<file path="src/rtl/lcd_pkg.sv">
// Shared definitions for the LCD RGB565 receiver.
//   - default active geometry and lock depth
//   - counter widths for column, row and measurement counters
//   - rgb565_t pixel struct and rx_state_t receiver state enum
package lcd_pkg;

    localparam int H_ACTIVE_DEF    = 480;
    localparam int V_ACTIVE_DEF    = 272;
    localparam int LOCK_FRAMES_DEF = 2;

    localparam int X_W = 9;   // pixel column index
    localparam int Y_W = 9;   // active-line index
    localparam int W_W = 10;  // measured width / height

    typedef struct packed {
        logic [4:0] r;
        logic [5:0] g;
        logic [4:0] b;
    } rgb565_t;

    typedef enum logic [1:0] {
        ST_SEARCH  = 2'd0,
        ST_MEASURE = 2'd1,
        ST_LOCKED  = 2'd2
    } rx_state_t;

endpackage

</file>
<file path="src/rtl/lcd_sync_sampler.sv">
// Input register stage for the LCD receiver.
//   clk, rst_n           : pixel clock, async active-low reset
//   lcd_de/hsync/vsync   : raw sync inputs
//   lcd_rgb              : raw pixel data
//   de_q, hsync_q, rgb_q : stage-1 registered copies
//   de_rise, de_fall     : DE edges between stage 1 and stage 2
//   frame_edge           : VSYNC falling between stage 1 and stage 2
module lcd_sync_sampler
    import lcd_pkg::*;
(
    input  logic    clk,
    input  logic    rst_n,
    input  logic    lcd_de,
    input  logic    lcd_hsync,
    input  logic    lcd_vsync,
    input  rgb565_t lcd_rgb,
    output logic    de_q,
    output logic    hsync_q,
    output rgb565_t rgb_q,
    output logic    de_rise,
    output logic    de_fall,
    output logic    frame_edge
);

    logic de_q2;
    logic vsync_q;
    logic vsync_q2;

    // VSYNC stages reset low so a frame edge needs a real high-to-low
    // transition after reset; a frame in progress at reset is ignored.
    always_ff @(posedge clk or negedge rst_n) begin
        if (!rst_n) begin
            de_q     <= 1'b0;
            de_q2    <= 1'b0;
            hsync_q  <= 1'b0;
            vsync_q  <= 1'b0;
            vsync_q2 <= 1'b0;
            rgb_q    <= '0;
        end else begin
            de_q     <= lcd_de;
            de_q2    <= de_q;
            hsync_q  <= lcd_hsync;
            vsync_q  <= lcd_vsync;
            vsync_q2 <= vsync_q;
            rgb_q    <= lcd_rgb;
        end
    end

    always_comb begin
        de_rise    = de_q & ~de_q2;
        de_fall    = ~de_q & de_q2;
        frame_edge = ~vsync_q & vsync_q2;
    end

endmodule

</file>
<file path="src/rtl/lcd_rgb_rx.sv">
// LCD RGB565 parallel receiver with geometry measurement and lock detection.
//   PixelClk, nRST            : pixel clock, async active-low reset
//   LCD_DE/HSYNC/VSYNC        : data enable, line sync, frame sync
//   LCD_R/G/B                 : RGB565 pixel data
//   pix_valid/rgb/x/y         : captured pixel stream (only while locked)
//   frame_start               : pulse per frame edge while locked
//   meas_width/meas_height    : last measured line width / frame height
//   locked, err               : lock status, one-cycle loss-of-lock pulse
module lcd_rgb_rx
    import lcd_pkg::*;
#(
    parameter int H_ACTIVE    = H_ACTIVE_DEF,
    parameter int V_ACTIVE    = V_ACTIVE_DEF,
    parameter int LOCK_FRAMES = LOCK_FRAMES_DEF
) (
    input  logic           PixelClk,
    input  logic           nRST,
    input  logic           LCD_DE,
    input  logic           LCD_HSYNC,
    input  logic           LCD_VSYNC,
    input  logic [4:0]     LCD_R,
    input  logic [5:0]     LCD_G,
    input  logic [4:0]     LCD_B,
    output logic           pix_valid,
    output logic [15:0]    pix_rgb,
    output logic [X_W-1:0] pix_x,
    output logic [Y_W-1:0] pix_y,
    output logic           frame_start,
    output logic [W_W-1:0] meas_width,
    output logic [W_W-1:0] meas_height,
    output logic           locked,
    output logic           err
);

    localparam int GC_W = $clog2(LOCK_FRAMES + 2);

    rgb565_t   rgb_in, rgb_q;
    logic      de_q, hsync_q, de_rise, de_fall, frame_edge;
    logic      hsync_unused;
    rx_state_t state, state_nxt;

    logic [X_W-1:0]  x_cnt, x_idx;
    logic [Y_W-1:0]  y_cnt, y_idx;
    logic [W_W-1:0]  w_cnt, h_cnt, h_base;
    logic [GC_W-1:0] good_cnt, good_inc;
    logic            line_bad_seen, line_bad, frame_good, capture;
    logic            err_q, fs_q;

    assign rgb_in       = '{r: LCD_R, g: LCD_G, b: LCD_B};
    assign hsync_unused = hsync_q;

    lcd_sync_sampler u_sampler (
        .clk        (PixelClk),
        .rst_n      (nRST),
        .lcd_de     (LCD_DE),
        .lcd_hsync  (LCD_HSYNC),
        .lcd_vsync  (LCD_VSYNC),
        .lcd_rgb    (rgb_in),
        .de_q       (de_q),
        .hsync_q    (hsync_q),
        .rgb_q      (rgb_q),
        .de_rise    (de_rise),
        .de_fall    (de_fall),
        .frame_edge (frame_edge)
    );

    // Index of the pixel in stage 1: a frame edge clears y before a
    // coincident DE rise uses it, so that pixel is (0,0).
    always_comb begin
        x_idx      = de_rise    ? '0 : x_cnt;
        y_idx      = frame_edge ? '0 : y_cnt;
        h_base     = frame_edge ? '0 : h_cnt;
        line_bad   = de_fall && (w_cnt != W_W'(H_ACTIVE));
        frame_good = !line_bad_seen && (h_cnt == W_W'(V_ACTIVE));
        good_inc   = good_cnt + 1'b1;
        capture    = de_q && (state_nxt == ST_LOCKED);
    end

    // State register
    always_ff @(posedge PixelClk or negedge nRST) begin
        if (!nRST) state <= ST_SEARCH;
        else       state <= state_nxt;
    end

    // Next-state logic
    always_comb begin
        state_nxt = state;
        case (state)
            ST_SEARCH:  if (frame_edge) state_nxt = ST_MEASURE;
            ST_MEASURE: if (frame_edge && frame_good && good_inc == GC_W'(LOCK_FRAMES))
                            state_nxt = ST_LOCKED;
            ST_LOCKED:  if (line_bad) state_nxt = ST_SEARCH;
            default:    state_nxt = ST_SEARCH;
        endcase
    end

    // Output logic
    always_comb begin
        locked      = (state == ST_LOCKED);
        err         = err_q;
        frame_start = fs_q;
    end

    // Geometry counters, good-frame count and captured pixel registers.
    // x_cnt/y_cnt hold the index the next pixel/line will take.
    always_ff @(posedge PixelClk or negedge nRST) begin
        if (!nRST) begin
            x_cnt         <= '0;
            y_cnt         <= '0;
            w_cnt         <= '0;
            h_cnt         <= '0;
            line_bad_seen <= 1'b0;
            good_cnt      <= '0;
            meas_width    <= '0;
            meas_height   <= '0;
            pix_valid     <= 1'b0;
            pix_rgb       <= '0;
            pix_x         <= '0;
            pix_y         <= '0;
            err_q         <= 1'b0;
            fs_q          <= 1'b0;
        end else begin
            if (de_q) begin
                x_cnt <= (x_idx == '1) ? x_idx : x_idx + 1'b1;
                if (de_rise)          w_cnt <= W_W'(1);
                else if (w_cnt != '1) w_cnt <= w_cnt + 1'b1;
            end
            y_cnt <= (de_fall && y_idx  != '1) ? y_idx  + 1'b1 : y_idx;
            h_cnt <= (de_fall && h_base != '1) ? h_base + 1'b1 : h_base;

            if (frame_edge) begin
                meas_height   <= h_cnt;
                line_bad_seen <= 1'b0;
            end
            if (de_fall) begin
                meas_width <= w_cnt;
                if (line_bad) line_bad_seen <= 1'b1;
            end

            if (state != ST_MEASURE) good_cnt <= '0;
            else if (frame_edge)     good_cnt <= frame_good ? good_inc : '0;

            pix_valid <= capture;
            if (capture) begin
                pix_rgb <= rgb_q;
                pix_x   <= x_idx;
                pix_y   <= y_idx;
            end

            err_q <= (state == ST_LOCKED) && (state_nxt == ST_SEARCH);
            fs_q  <= frame_edge && (state_nxt == ST_LOCKED);
        end
    end

endmodule

</file>
<file path="config.mk">
export PLATFORM = sky130hd
export DESIGN_NAME = lcd_rgb_rx
export DESIGN_NICKNAME = d
export VERILOG_FILES = /design/src/rtl/lcd_pkg.sv /design/src/rtl/lcd_sync_sampler.sv /design/src/rtl/lcd_rgb_rx.sv
export SDC_FILE = /design/constraint.sdc
export NUM_CORES = 1
export LEC_CHECK = 0
export CAP_MARGIN = 20
export CORE_MARGIN = 1
export CORE_UTILIZATION = 54
export CTS_CLUSTER_SIZE = 40
export DETAILED_ROUTE_END_ITERATION = 8
export PLACE_DENSITY = 0.8
export SLEW_MARGIN = 5
export SYNTH_ARGS = -nofsm -noshare
export SYNTH_HDL_FRONTEND = slang
export SYNTH_SLANG_ARGS = --single-unit
</file>
<file path="constraint.sdc">
create_clock -name PixelClk -period 2.4 [get_ports PixelClk]
set_input_delay 0.36 -clock PixelClk [delete_from_list [all_inputs] [get_ports PixelClk]]
set_output_delay 0.36 -clock PixelClk [all_outputs]
set_load 0.02 [all_outputs]
</file>
Word-level counts from Yosys, hierarchy flattened

Cells that the tools add are included.

Output and inout port bits: 58
Input bits: 21
Word-level logic and storage cells: 77
Bits in registers: 120

Mux-type cells: 18
Add/sub/neg operators: 5
Bitwise logic cells: 6
Equality and inequality tests: 11
Reduce and logical (&&, ||, !) cells: 15

Operators with widths:

| operator              | count |
|---|---|
| $mux 10               | 4 |
| $mux 9                | 4 |
| $add 10x1->10 const B | 2 |
| $ne 10x10->1 const B  | 2 |
| $add 9x1->9 const B   | 2 |
| $mux 2                | 6 |
| $eq 10x9->1 const B   | 1 |
| $ne 10x9->1 const B   | 1 |
| $eq 9x9->1 const B    | 1 |
| $logic_and 1x1->1     | 9 |
| $ne 9x9->1 const B    | 1 |
| $eq 2x2->1 const B    | 3 |
| $pmux 2 s3            | 1 |
| $logic_not 2->1       | 2 |
| $reduce_bool 2->1     | 2 |
| $and 1x1->1           | 3 |
| $mux 1                | 3 |
| $not 1->1             | 3 |
| $add 2x1->2 const B   | 1 |
| $eq 2x1->1 const B    | 1 |
| $ne 2x1->1 const B    | 1 |
| $reduce_and 2->1      | 1 |
| $logic_not 1->1       | 1 |

Depth between registers and ports, before layout

Gate-level depths: netlist of run 1.

Word-level depth: 8
Gate-level depth with buffers: 11
Depth with buffers taken out: 10

Modules after synthesis

From an unflattened synthesis of run 1, not the netlist that was laid out.

Cells, all modules: 395
Area, all modules: 5,197.5 sq um

Modules (own cells, without submodules):

| module           | seq. area each (sq um) | instances | cells an instance | area each (sq um) |
|---|---|---|---|---|
| lcd_rgb_rx       | 2,502.4                | 1         | 371               | 4,650.7 |
| lcd_sync_sampler | 525.5                  | 1         | 24                | 546.8 |

Least setup slack after synthesis of run 1

No wires, ideal clock.

Path type: register -> register
Start: register u_sampler.vsync_q
End: register y_cnt[7]
Path slack: 0.146 ns
Stages on the path, launching flop included: 12
Required time: 2.322 ns
Period minus slack after synthesis: 2.254 ns
Arrival: 2.176 ns
Library setup time: 0.078 ns
Buffers on the path: 1
Cells stage by stage: dfrtp_1 -> nand2b_1 -> buf_4 -> and2_1 -> ha_1 -> nand4_1 -> nor2_1 -> ha_1 -> nor2_4 -> nand4_1 -> or3_1 -> a21oi_1

Cells in the longest elaborated chain, start to end: 6
Elaborated cells on any way between the ends: 7
Those cells by class: add/sub (1); eq/ne (1); mux (2); bitwise (2); reduce/logical (1)

RTL lines:

| item                                                | line                   | text |
|---|---|---|
| from (decl)                                         | lcd_sync_sampler.sv:26 | `logic vsync_q;` |
| from (signal assigned)                              | lcd_sync_sampler.sv:43 | `vsync_q <= lcd_vsync;` |
| $not 1->1 (*)                                       | lcd_sync_sampler.sv:52 | `frame_edge = ~vsync_q & vsync_q2;` |
| $and 1x1->1 (*)                                     | lcd_sync_sampler.sv:52 |  |
| $mux 9 (*)                                          | lcd_rgb_rx.sv:71       | `y_idx = frame_edge ? '0 : y_cnt;` |
| net y_idx[0]                                        | lcd_rgb_rx.sv:43       | `logic [Y_W-1:0] y_cnt, y_idx;` |
| branches (longest 2 deep; another with $add 9x1->9) | n/a                    |  |
| $mux 9 (*)                                          | lcd_rgb_rx.sv:128      | `y_cnt <= (de_fall && y_idx != '1) ? y_idx + 1'b1 : y_idx;` |
| to (signal assigned)                                | lcd_rgb_rx.sv:128      |  |
| to (decl)                                           | lcd_rgb_rx.sv:43       |  |

Mark *: on every way through the listed nets, which the timed path passes.
A chain may end at the register's enable or synchronous reset.

Worst setup path after layout of run 1

Start: register u_sampler.vsync_q
End: register y_cnt[5]

Same word-level chain as after synthesis.

==> results of run 1 <==
==> kinds of logic (layout without fill, tap and decap cells) <==
| family | count (synthesis) | in the layout |
|---|---|---|
| buffers and inverters | 35 | 146 |
| multiplexers | 37 | 37 |
| XOR/XNOR | 16 | 16 |
| AO/OA/AOI/OAI | 56 | 56 |
| AND/OR/NAND/NOR | 160 | 160 |
| adder cells (fa/ha/maj) | 7 | 7 |
| flip-flops | 120 | 120 |
==> critical path, cell delays in order, from the launching register on <==
cell and delay, ns:
dfrtp_1 0.39, nand2b_2 0.23, and2_1 0.21, ha_2 0.22, nand4_1 0.09, nor2_1 0.05
ha_1 0.20, nor2_4 0.11, nand4_1 0.20, buf_4 0.21, o21ai_0 0.23, a21oi_2 0.10
==> through the flow <==
stage | total power (W) | setup TNS [ns] | setup WS (ns) | util
5_1_grt | 0.005630 | -0.09134 | -0.09134 | 0.7391
6_report | 0.005450 | 0 | 0.02544 | 0.7391
4_1_cts | 0.005483 | 0 | 0.04845 | 0.7360
3_5_place_dp | 0.002700 | 0 | 0.08740 | 0.6646
3_3_place_gp | 0.002669 | 0 | 0.1227 | 0.6616
2_1_floorplan | 0.002494 | 0 | 0.1455 | -
==> layout make-up <==
cell class              count  area share
flip-flops and latches    120      0.4397
multi-input cells         276      0.2909
repair buffers            100      0.1429
clock buffers              19     0.06321
clock inverters            13     0.03188
well taps                 129     0.02364
inverters                  14    0.007695
==> placed cells by master, fill, tap and decap left out, types with 13 or more instances in the layout <==
cell type        instances
nand3_1                 14
mux2_2                  17
nand2_1                 67
mux2_4                  15
clkbuf_16               16
and2_1                  13
dfrtp_1                120
buf_4                   21
inv_1                   14
clkdlybuf4s50_1         76
nor2_1                  23
==> registers in the layout, summed over array words and instances (netlist names) <==
register	cells
pix_x	9
pix_valid	1
u_sampler.de_q2	1
y_cnt	9
meas_height	10
line_bad_seen	1
pix_rgb	16
u_sampler.de_q	1
pix_y	9
x_cnt	9
u_sampler.vsync_q	1
h_cnt	10
frame_start	1
u_sampler.rgb_q	16
good_cnt	2
u_sampler.vsync_q2	1
err	1
state	2
meas_width	10
w_cnt	10
==> report_power, final <==
part / total, W / internal (W) / switching, W
logic: 0.000433 / 0.000194 / 0.000239
clock network: 0.00277 / 0.00183 / 0.000934
registers: 0.00225 / 0.00213 / 0.000119
total: 0.00545 / 0.00416 / 0.00129
==> worst max path at each step <==
stage / slack (ns) / end / from / cells after the start
2_1_floorplan: 0.15 / y_cnt[7]$_DFF_PN0_ / u_sampler.vsync_q$_DFF_PN0_ / 11
3_3_place_gp: 0.12 / y_cnt[7]$_DFF_PN0_ / u_sampler.vsync_q$_DFF_PN0_ / 10
3_5_place_dp: 0.09 / y_cnt[5]$_DFF_PN0_ / u_sampler.vsync_q$_DFF_PN0_ / 10
4_1_cts: 0.05 / locked / state[0]$_DFF_PN0_ / 3
5_1_grt: -0.09 / y_cnt[5]$_DFF_PN0_ / u_sampler.vsync_q$_DFF_PN0_ / 11
6_report: 0.03 / y_cnt[5]$_DFF_PN0_ / u_sampler.vsync_q$_DFF_PN0_ / 11
==> timing repair <==
action,in CTS,in global routing
setup endpoints to repair,0,5
hold endpoints to repair,38,0
resized for setup,0,5
hold buffers,1,0
buffers inserted,0,1
==> routing by layer <==
| layer | vias up | global-route usage | part of all wire | routed length [um] |
|---|---|---|---|---|
| li1 | 1687 | - | - | - |
| met1 | 1852 | 0.3108 | 0.41 | 4585 |
| met3 | 18 | 0.04287 | 0.034 | 385 |
| met2 | 97 | 0.4236 | 0.54 | 6076 |
| met5 | - | 0 | 0 | 0 |
| met4 | 0 | 0.1007 | 0.015 | 172 |
==> impl_metrics.json, run 1 <==
{
  "nFillCells": 575,
  "cp_data_arrival_time_ns": 2.76,
  "synth_ff_type": "dfrtp_1",
  "hold_class": "primary input to register",
  "final.min_clock_period_ns": 2.375,
  "cts_made_buffers": 17,
  "ff_latch_area_sq_um": 3003,
  "fin_area_sq_um": 6829,
  "diodes": 0,
  "yosys_warnings": 0,
  "clock_skew_ns": 0.01351,
  "setup_viol": 0,
  "relSlewSlack": 0.5307,
  "cts_max_level": 4,
  "p_leak_nw": 3.126,
  "synthDominantCellAreaShare": 0.5851,
  "hold_depth": 1,
  "initial_core_util": 0.5555,
  "wl_mm": 11.22,
  "synth_cell_types": 51,
  "antenna_found_initial": 0,
  "seq_area_frac_synth": 0.5851,
  "r2r_setup_slack_ns": 0.03,
  "cts_tree": "yes",
  "fp.dieArea_sq_um": 9898,
  "synthAdderAreaFrac": 0.01706,
  "syn_nets": 459,
  "hold_slack_ns": 0.2780,
  "min_period_over_period": 0.9894,
  "fmax_mhz": 421.1,
  "synth_most_common_cell": "dfrtp_1",
  "insertion_delay_ns": 0.52,
  "drc": 0,
  "slew_violations": 0,
  "holdPathEnd": "u_sampler.rgb_q[14]$_DFF_PN0_",
  "critPathCaptureType": "register",
  "yosys-top-cells-count": "dfrtp_1 (120), nand2_1 (67), nor2_1 (23)",
  "synth_xor_area_frac": 0.02730,
  "vias": 3654,
  "synth_top_area_cell": "dfrtp_1",
  "synthTopCellsByArea": "dfrtp_1 (59%), nand2_1 (4.9%), mux2_4 (4.4%), mux2_2 (3.7%), a32o_1 (1.8%)",
  "synth_top_family_by_area": "simple AND/OR/NAND/NOR gates",
  "start_kind": "register",
  "cts_sinks": 120,
  "gp_congestion": 0.8484,
  "r2r_cells": 11,
  "dp_hpwl_mm": 7.064,
  "crit_type": "register to register",
  "status": "finished, final reports clean",
  "core_area_sq_um": 9240,
  "die_w_um": 99.49,
  "synth_mux_area_frac": 0.09093,
  "power_density_nw_per_um2": 798.0,
  "finalHoldViolations": 0,
  "worstMarginPinSlew_ns": 0.7013,
  "drv_cap": 0,
  "synthesis.area_sq_um": 5132,
  "nNetsFinal": 557,
  "synthArstFlopShare": 1.000,
  "dpl_cell_area_sq_um": 6141,
  "die_y_um": 99.49,
  "ant_nets": 0,
  "r2r-start": "u_sampler.vsync_q$_DFF_PN0_",
  "cts-root-buf": "clkbuf_8",
  "vias_per_cell": 5.446,
  "grt_max_degree": 55,
  "grt_usage": 0.2464,
  "grt_pass1_wl_mm": 18.68,
  "timing.rr.end": "y_cnt[5]$_DFF_PN0_",
  "routedWlPerCell_um": 16.72,
  "multiInputGateArea_sq_um": 1987,
  "cts_max_path_buffers": 2,
  "overflow": 0,
  "syn_inst": 431,
  "dp_cells": 637,
  "crit_fanout": 7,
  "cp.required_ns": 2.78,
  "finalNonFillerCells": 671,
  "peakVddDrop_mv": 0.6043,
  "drt_iter0_markers": 134,
  "synth_edf_count": 0,
  "grt_pass1_vias": 3759,
  "drt_pre_antenna_iters": 5,
  "min-delay-start": "LCD_R[3]",
  "synth_compound_area_frac": 0.08362,
  "yosys.area_share.simple": 0.1636,
  "drive_gt1_frac": 0.1900,
  "place.port_buffers": 77,
  "rows": 35,
  "path_clk_slew_ns": 0.06,
  "avgSynthCellArea_sq_um": 11.91,
  "ys_ff_latch": 120,
  "area_growth_pct": 33.06,
  "num_io_pins": 79
}
Note: power is estimated with default switching activity, not from simulation.
==> run 2: changes to the inputs <==
--- a/config.mk
+++ b/config.mk
@@ -10,8 +10,9 @@
 export CORE_UTILIZATION = 54
 export CTS_CLUSTER_SIZE = 40
 export DETAILED_ROUTE_END_ITERATION = 8
-export PLACE_DENSITY = 0.8
+export PLACE_DENSITY = 0.77
 export SLEW_MARGIN = 5
 export SYNTH_ARGS = -nofsm -noshare
 export SYNTH_HDL_FRONTEND = slang
 export SYNTH_SLANG_ARGS = --single-unit
+export TNS_END_PERCENT = 20
==> run 2 against run 1 <==
  * Cell count is 0.30% lower
  * Worst setup slack better by 0.061 ns
  * Sequential cell count unchanged
  * Clock skew shrank 0.0071 ns
  * Combinational power down 0.9%
  * Highest routed layer unchanged
==> impl_metrics.json, run 2 (same netlist as run 1, synthesis figures left out) <==
{
  "drt_pre_antenna_iters": 5,
  "grt_pass1_wl_mm": 17.56,
  "p_comb_frac": 0.081,
  "switching_share": 0.2511,
  "pwr-share-clk": 0.495,
  "die_y_um": 99.49,
  "p_seq_frac": 0.424,
  "critPathMaxStageDelay_ns": 0.60,
  "drv_cap": 0,
  "gp_congestion": 0.8117,
  "path_cells": "nor2b_2, buf_4, clkdlybuf4s50_1",
  "p_leak_nw": 3.106,
  "fin_area_sq_um": 6777,
  "power_density_nw_per_um2": 781.7,
  "diodes": 0,
  "vias": 3649,
  "crit_type": "register to output pin",
  "min_period_over_period": 0.9638,
  "nNetsFinal": 555,
  "slew_violations": 0,
  "grt_max_degree": 52,
  "cts_tree": "yes",
  "final.min_clock_period_ns": 2.313,
  "overflow": 0,
  "drc": 0,
  "cp_data_arrival_time_ns": 1.95,
  "setup_ws_ns": 0.08688,
  "cts_max_level": 4,
  "final_cell_mix": "dfrtp_1 (120), clkdlybuf4s50_1 (76), nand2_1 (67), nor2_1 (23), buf_4 (19)",
  "setup_viol": 0,
  "rows": 35,
  "intPower_w": 0.003967,
  "die_w_um": 99.49,
  "wl_mm": 10.86,
  "drive_gt1_frac": 0.1870,
  "vias_per_cell": 5.454,
  "power.total_w": 0.005297,
  "crit_buf_inv": 2,
  "core_area_sq_um": 9240,
  "reg_top3": "pix_rgb: 16 flops, u_sampler.rgb_q: 16 flops",
  "cts-root-buf": "clkbuf_8",
  "fp.dieArea_sq_um": 9898,
  "path_clk_slew_ns": 0.06,
  "dp_slack_ns": -0.02951,
  "initial_core_util": 0.5555,
  "critPathCaptureType": "output pin",
  "fmax_mhz": 432.3,
  "relSlewSlack": 0.5342,
  "dp_hpwl_mm": 6.679,
  "start_kind": "register",
  "insertion_delay_ns": 0.52,
  "dpl_cell_area_sq_um": 6091,
  "clock_skew_ns": 0.006447,
  "peakVddDrop_mv": 0.5011,
  "finalHoldViolations": 0,
  "hold_class": "primary input to register",
  "ant_nets": 0,
  "area_growth_pct": 32.03,
  "fin_util": 0.7334,
  "power.switching_w": 0.001330,
  "drt_iter0_markers": 169,
  "num_io_pins": 79,
  "crit_fanout": 5,
  "routedWlPerCell_um": 16.24,
  "worstMarginPinSlew_ns": 0.6961,
  "grt_pass1_vias": 3674,
  "status": "finished, final reports clean",
  "rsz0062_at_grt": "no",
  "cpLargestDelayFamily": "buffers and inverters",
  "critPathSlowestCell": "clkdlybuf4s50_1",
  "hold_slack_ns": 0.2785,
  "cts_sinks": 120,
  "cts_max_path_buffers": 2,
  "place.port_buffers": 77,
  "final_common_cell": "dfrtp_1",
  "cp.required_ns": 2.04,
  "antenna_found_initial": 0,
  "grt_usage": 0.2323,
  "cts_made_buffers": 17
}
run 2: cell types whose count changed in the layout (fill, tap and decap cells not counted), sizes merged:
cell / previous run / this run
buf: 23 / 21
clkbuf: 19 / 18
inv: 16 / 21
clkinv: 4 / 2
bufinv: 5 / 3
run 2: metrics by stage:
step / instances / setup TNS (ns)
floorplan: 431 / 0
global placement: 633 / 0
detailed placement: 633 / -0.05296
CTS: 668 / 0
global route: 669 / 0
finish: 669 / 0
run 2: per-layer routing:
layer	global-route usage	share of wire	vias to the layer above
li1	-	-	1692
met1	0.2916	0.42	1835
met2	0.3878	0.52	106
met3	0.06114	0.038	16
met4	0.08937	0.015	0
met5	0	0	-
run 2: final timing paths:
check	start	endpoint	slack [ns]	cells past startpoint
worst max-delay path	state[0]$_DFF_PN0_	locked	0.09	3
worst min-delay path	LCD_R[4]	u_sampler.rgb_q[15]$_DFF_PN0_	0.28	1
worst max register to register	u_sampler.vsync_q$_DFF_PN0_	y_cnt[5]$_DFF_PN0_	0.17	10
worst min register to register	u_sampler.vsync_q$_DFF_PN0_	u_sampler.vsync_q2$_DFF_PN0_	0.42	0
max in group asynchronous	nRST	u_sampler.de_q2$_DFF_PN0_	1.25	3
min in group asynchronous	nRST	meas_height[6]$_DFFE_PN0P_	0.36	2
run 2: area by class of cell:
cell class                      count  area, sq um
Clock inverter                     14        186.4
Tap cell                          129        161.4
Inverter                           14        52.55
Fill cell                         613         2464
Timing Repair Buffer               98        960.9
Sequential cell                   120         3003
Clock buffer                       18        427.9
Multi-Input combinational cell    276         1984
run 2: what timing repair did:
item,CTS,global route
gates resized for setup,1,4
gates cloned,0,0
hold endpoints to repair,39,0
hold buffers,1,0
pin swaps,1,0
buffers inserted,2,0
setup endpoints to repair,2,6
run 2: power by group through the flow:
| stage | Sequential (W) | Combinational [W] | Clock (W) |
|---|---|---|---|
| global placement | 0.00227 | 0.000405 | 0 |
| global route | 0.00226 | 0.000477 | 0.00275 |
| CTS | 0.00224 | 0.000433 | 0.00266 |
| floorplan | 0.00226 | 0.000230 | 0 |
| finish | 0.00224 | 0.000429 | 0.00262 |
| detailed placement | 0.00227 | 0.000427 | 0 |
==> RTL edit: new RTL, settings of run 1 <==
Make the reset (`nRST` and `rst_n`) synchronous in 3 clocked blocks. Comments in the files are not updated.
--- a/src/rtl/lcd_sync_sampler.sv
+++ b/src/rtl/lcd_sync_sampler.sv
@@ -28,7 +28,7 @@
 
     // VSYNC stages reset low so a frame edge needs a real high-to-low
     // transition after reset; a frame in progress at reset is ignored.
-    always_ff @(posedge clk or negedge rst_n) begin
+    always_ff @(posedge clk) begin
         if (!rst_n) begin
             de_q     <= 1'b0;
             de_q2    <= 1'b0;
--- a/src/rtl/lcd_rgb_rx.sv
+++ b/src/rtl/lcd_rgb_rx.sv
@@ -77,7 +77,7 @@
     end
 
     // State register
-    always_ff @(posedge PixelClk or negedge nRST) begin
+    always_ff @(posedge PixelClk) begin
         if (!nRST) state <= ST_SEARCH;
         else       state <= state_nxt;
     end
@@ -103,7 +103,7 @@
 
     // Geometry counters, good-frame count and captured pixel registers.
     // x_cnt/y_cnt hold the index the next pixel/line will take.
-    always_ff @(posedge PixelClk or negedge nRST) begin
+    always_ff @(posedge PixelClk) begin
         if (!nRST) begin
             x_cnt         <= '0;
             y_cnt         <= '0;
Formal check against the unedited RTL: differs if nRST is asserted again (counterexample within 4 cycles, from zero or initial values and one cycle with nRST low); with nRST held inactive, the same outputs for 10 cycles.
==> RTL edit against run 1 <==
  * Die area decreased by 3.8%
  * Wire length up 2.2%
  * Final area shrank 4.9%
  * Sequential cell count did not move
  * Setup slack improved by 0.015 ns
  * Core utilization rose by 0.24 points
  * Largest cell class unchanged
  * Area after synthesis is 3.9% lower
  * Critical path type unchanged
  * Maximum frequency up 0.64%
Power is not compared: it rests on default switching activity, and its combinational part moved more than twofold at a synthesized area within 25%.
==> RTL edit: results (changes against run 1) <==
* Status: completed
* Clock-cell share of area at 9.09% (-0.42 points)
* Multi-input gates at 385 (+39%)
* Tot GR Track Use at 24.2% (-0.49 points)
* Least-Margin Pin Slew at 0.771 ns (+0.0696 ns)
* Layout cell share with drive strength beyond 1 at 10.9% (-8.1 points)
* Synth Flop Type: dfxtp_1
* Hold wc startpoint: nRST
* Largest regs: pix_rgb: 16 flops, u_sampler.rgb_q: 16 flops
* Hold Slack at 0.292 ns (+0.0140 ns)
* Worst Path Arrival at 2.79 ns (+0.03 ns)
* Buffering overhead at 15.4% (+1.1 points)
* Inverters at 13 (-1)
* Final RePlAce weighted congestion at 0.835 (-1.6%)
* Reg2Reg Launch Point: h_cnt[5]
* Clkbuf count at 18 (-1)
* Mux cell area share after synthesis at 8.75% (-0.34 points)
* Post-Syn Nets at 579 (+26%)
* PortBufs at 77 (unchanged)
* 1st-iter DRT viols at 167 (+25%)
* Crit Path Max Fanout at 17 (+10)
* Vias in the first global route at 3916 (+4.2%)
* Top cells by count, synth: nand2_1 (125), dfxtp_1 (120), mux2i_1 (42), a21oi_1 (31), and2_1 (30)
* Multi-input gate area at 2320 sq um (+17%)
* Largest net degree at the start of global routing at 59 (+7.3%)
* DP Worst Slack at -0.0175 ns (-0.105 ns)
* Number of nets in the layout at 665 (+19%)
* Worst-path cell with the longest stage delay: or4_4
* Hold path depth at 3 (+2)
* Sequential fraction of the synthesis area at 48.7% (-9.8 points)
* Sequential share of cell area at 37.0% (-7.0 points)
* Synth async-reset ratio at 0% (-100 points)
* DRT Pass-1 Iters at 5 (unchanged)
* Final-layout fill cell count at 647 (+13%)
* FF-to-FF End: pix_rgb[7]
* CTS Buf Count at 17 (unchanged)
* Total routed wirelength at 11500 microns (+2.2%)
* Ant. Diodes at 0 (unchanged)
* Netlist cell types at 52 (+2.0%)
* Adder-Cell Fraction of Synth Area at 1.78% (+0.070 points)
* Clock Skew at 0.0169 ns (+0.00341 ns)
* Flop2flop setup slack at 0.04 ns (+0.02 ns)
* Hold Path End: u_sampler.de_q2
* LEAKAGE at 0.00229 uW
* Seq cells at 120 (unchanged)
* R2R cell count at 6 (-5)
* Compound-Gate Fraction of Synth Area at 9.41% (+1.1 points)
* Top cells by area, synth: dfxtp_1 (49%), nand2_1 (9.5%), mux2i_1 (8.5%), and2_1 (3.8%), a21oi_1 (3.1%)
* First-pass GRT wire length at 18600 microns (-0.66%)
* CP max stage delay at 0.55 ns (+0.16 ns)
* Via count at 4123 (+13%)
* HPWL after DPL at 7030 microns (-0.49%)
* Post-Synth XOR/XNOR Area at 1.78% (-0.95 points)
[RTL edit: cell count changes after synthesis, sizes merged, moves of 17 or more]
cell | before | now
mux2i | 5 | 42
and2 | 13 | 30
dfxtp | 0 | 120
mux2 | 32 | 1
nand2 | 67 | 125
clkbuf | 11 | 28
dfrtp | 120 | 0
a21oi | 12 | 31
[RTL edit: cells by family after synthesis]
group,Yosys count
AOI/OAI and AO/OA,71
buffers and inverters,46
xor gates and xnor gates,10
adders and majority gates,7
muxes,43
DFF,120
and+or+nand+nor,254
[RTL edit: how the worst max path moves through the flow]
stage	from	to	slack, ns	depth (start not counted)
after floorplan	u_sampler.vsync_q	h_cnt[8]	0.04	9
after global placement	h_cnt[5]	pix_y[1]	0.12	5
after detailed placement	u_sampler.vsync_q	y_cnt[4]	-0.02	11
after CTS	h_cnt[5]	pix_rgb[6]	0.03	5
after global routing	h_cnt[5]	pix_rgb[7]	-0.02	6
final	h_cnt[5]	pix_rgb[7]	0.04	6
[RTL edit: metal layers]
layer  GRT usage [%]  part of all wire, %
met1            29.5                   44
met2            39.6                   49
met3            7.55                  5.7
met4            9.62                  1.1
met5               0                    0
[RTL edit: power by group through the flow]
stage	clock network (uW)	logic [uW]	registers, uW
CTS	2510	160	2030
global route	2630	180	2030
global placement	0	152	2070
detailed placement	0	157	2070
finish	2500	163	2030
floorplan	0	97.5	2070
[RTL edit: metrics by stage]
step	utilization (%)	cells	TNS, ns	area [sq um]
after floorplan	-	551	0	4930
after global placement	66.2	721	0	5800
after detailed placement	66.2	721	-0.0176	5800
after CTS	73.0	753	0	6390
after global routing	74.1	758	-0.0211	6500
final	74.1	758	0	6500
[RTL edit: repair_timing]
action | CTS | global route
setup endpoints to repair | 2 | 20
pin swaps | 0 | 3
setup buffers | 0 | 3
cloned | 0 | 2
gates resized for setup | 1 | 5
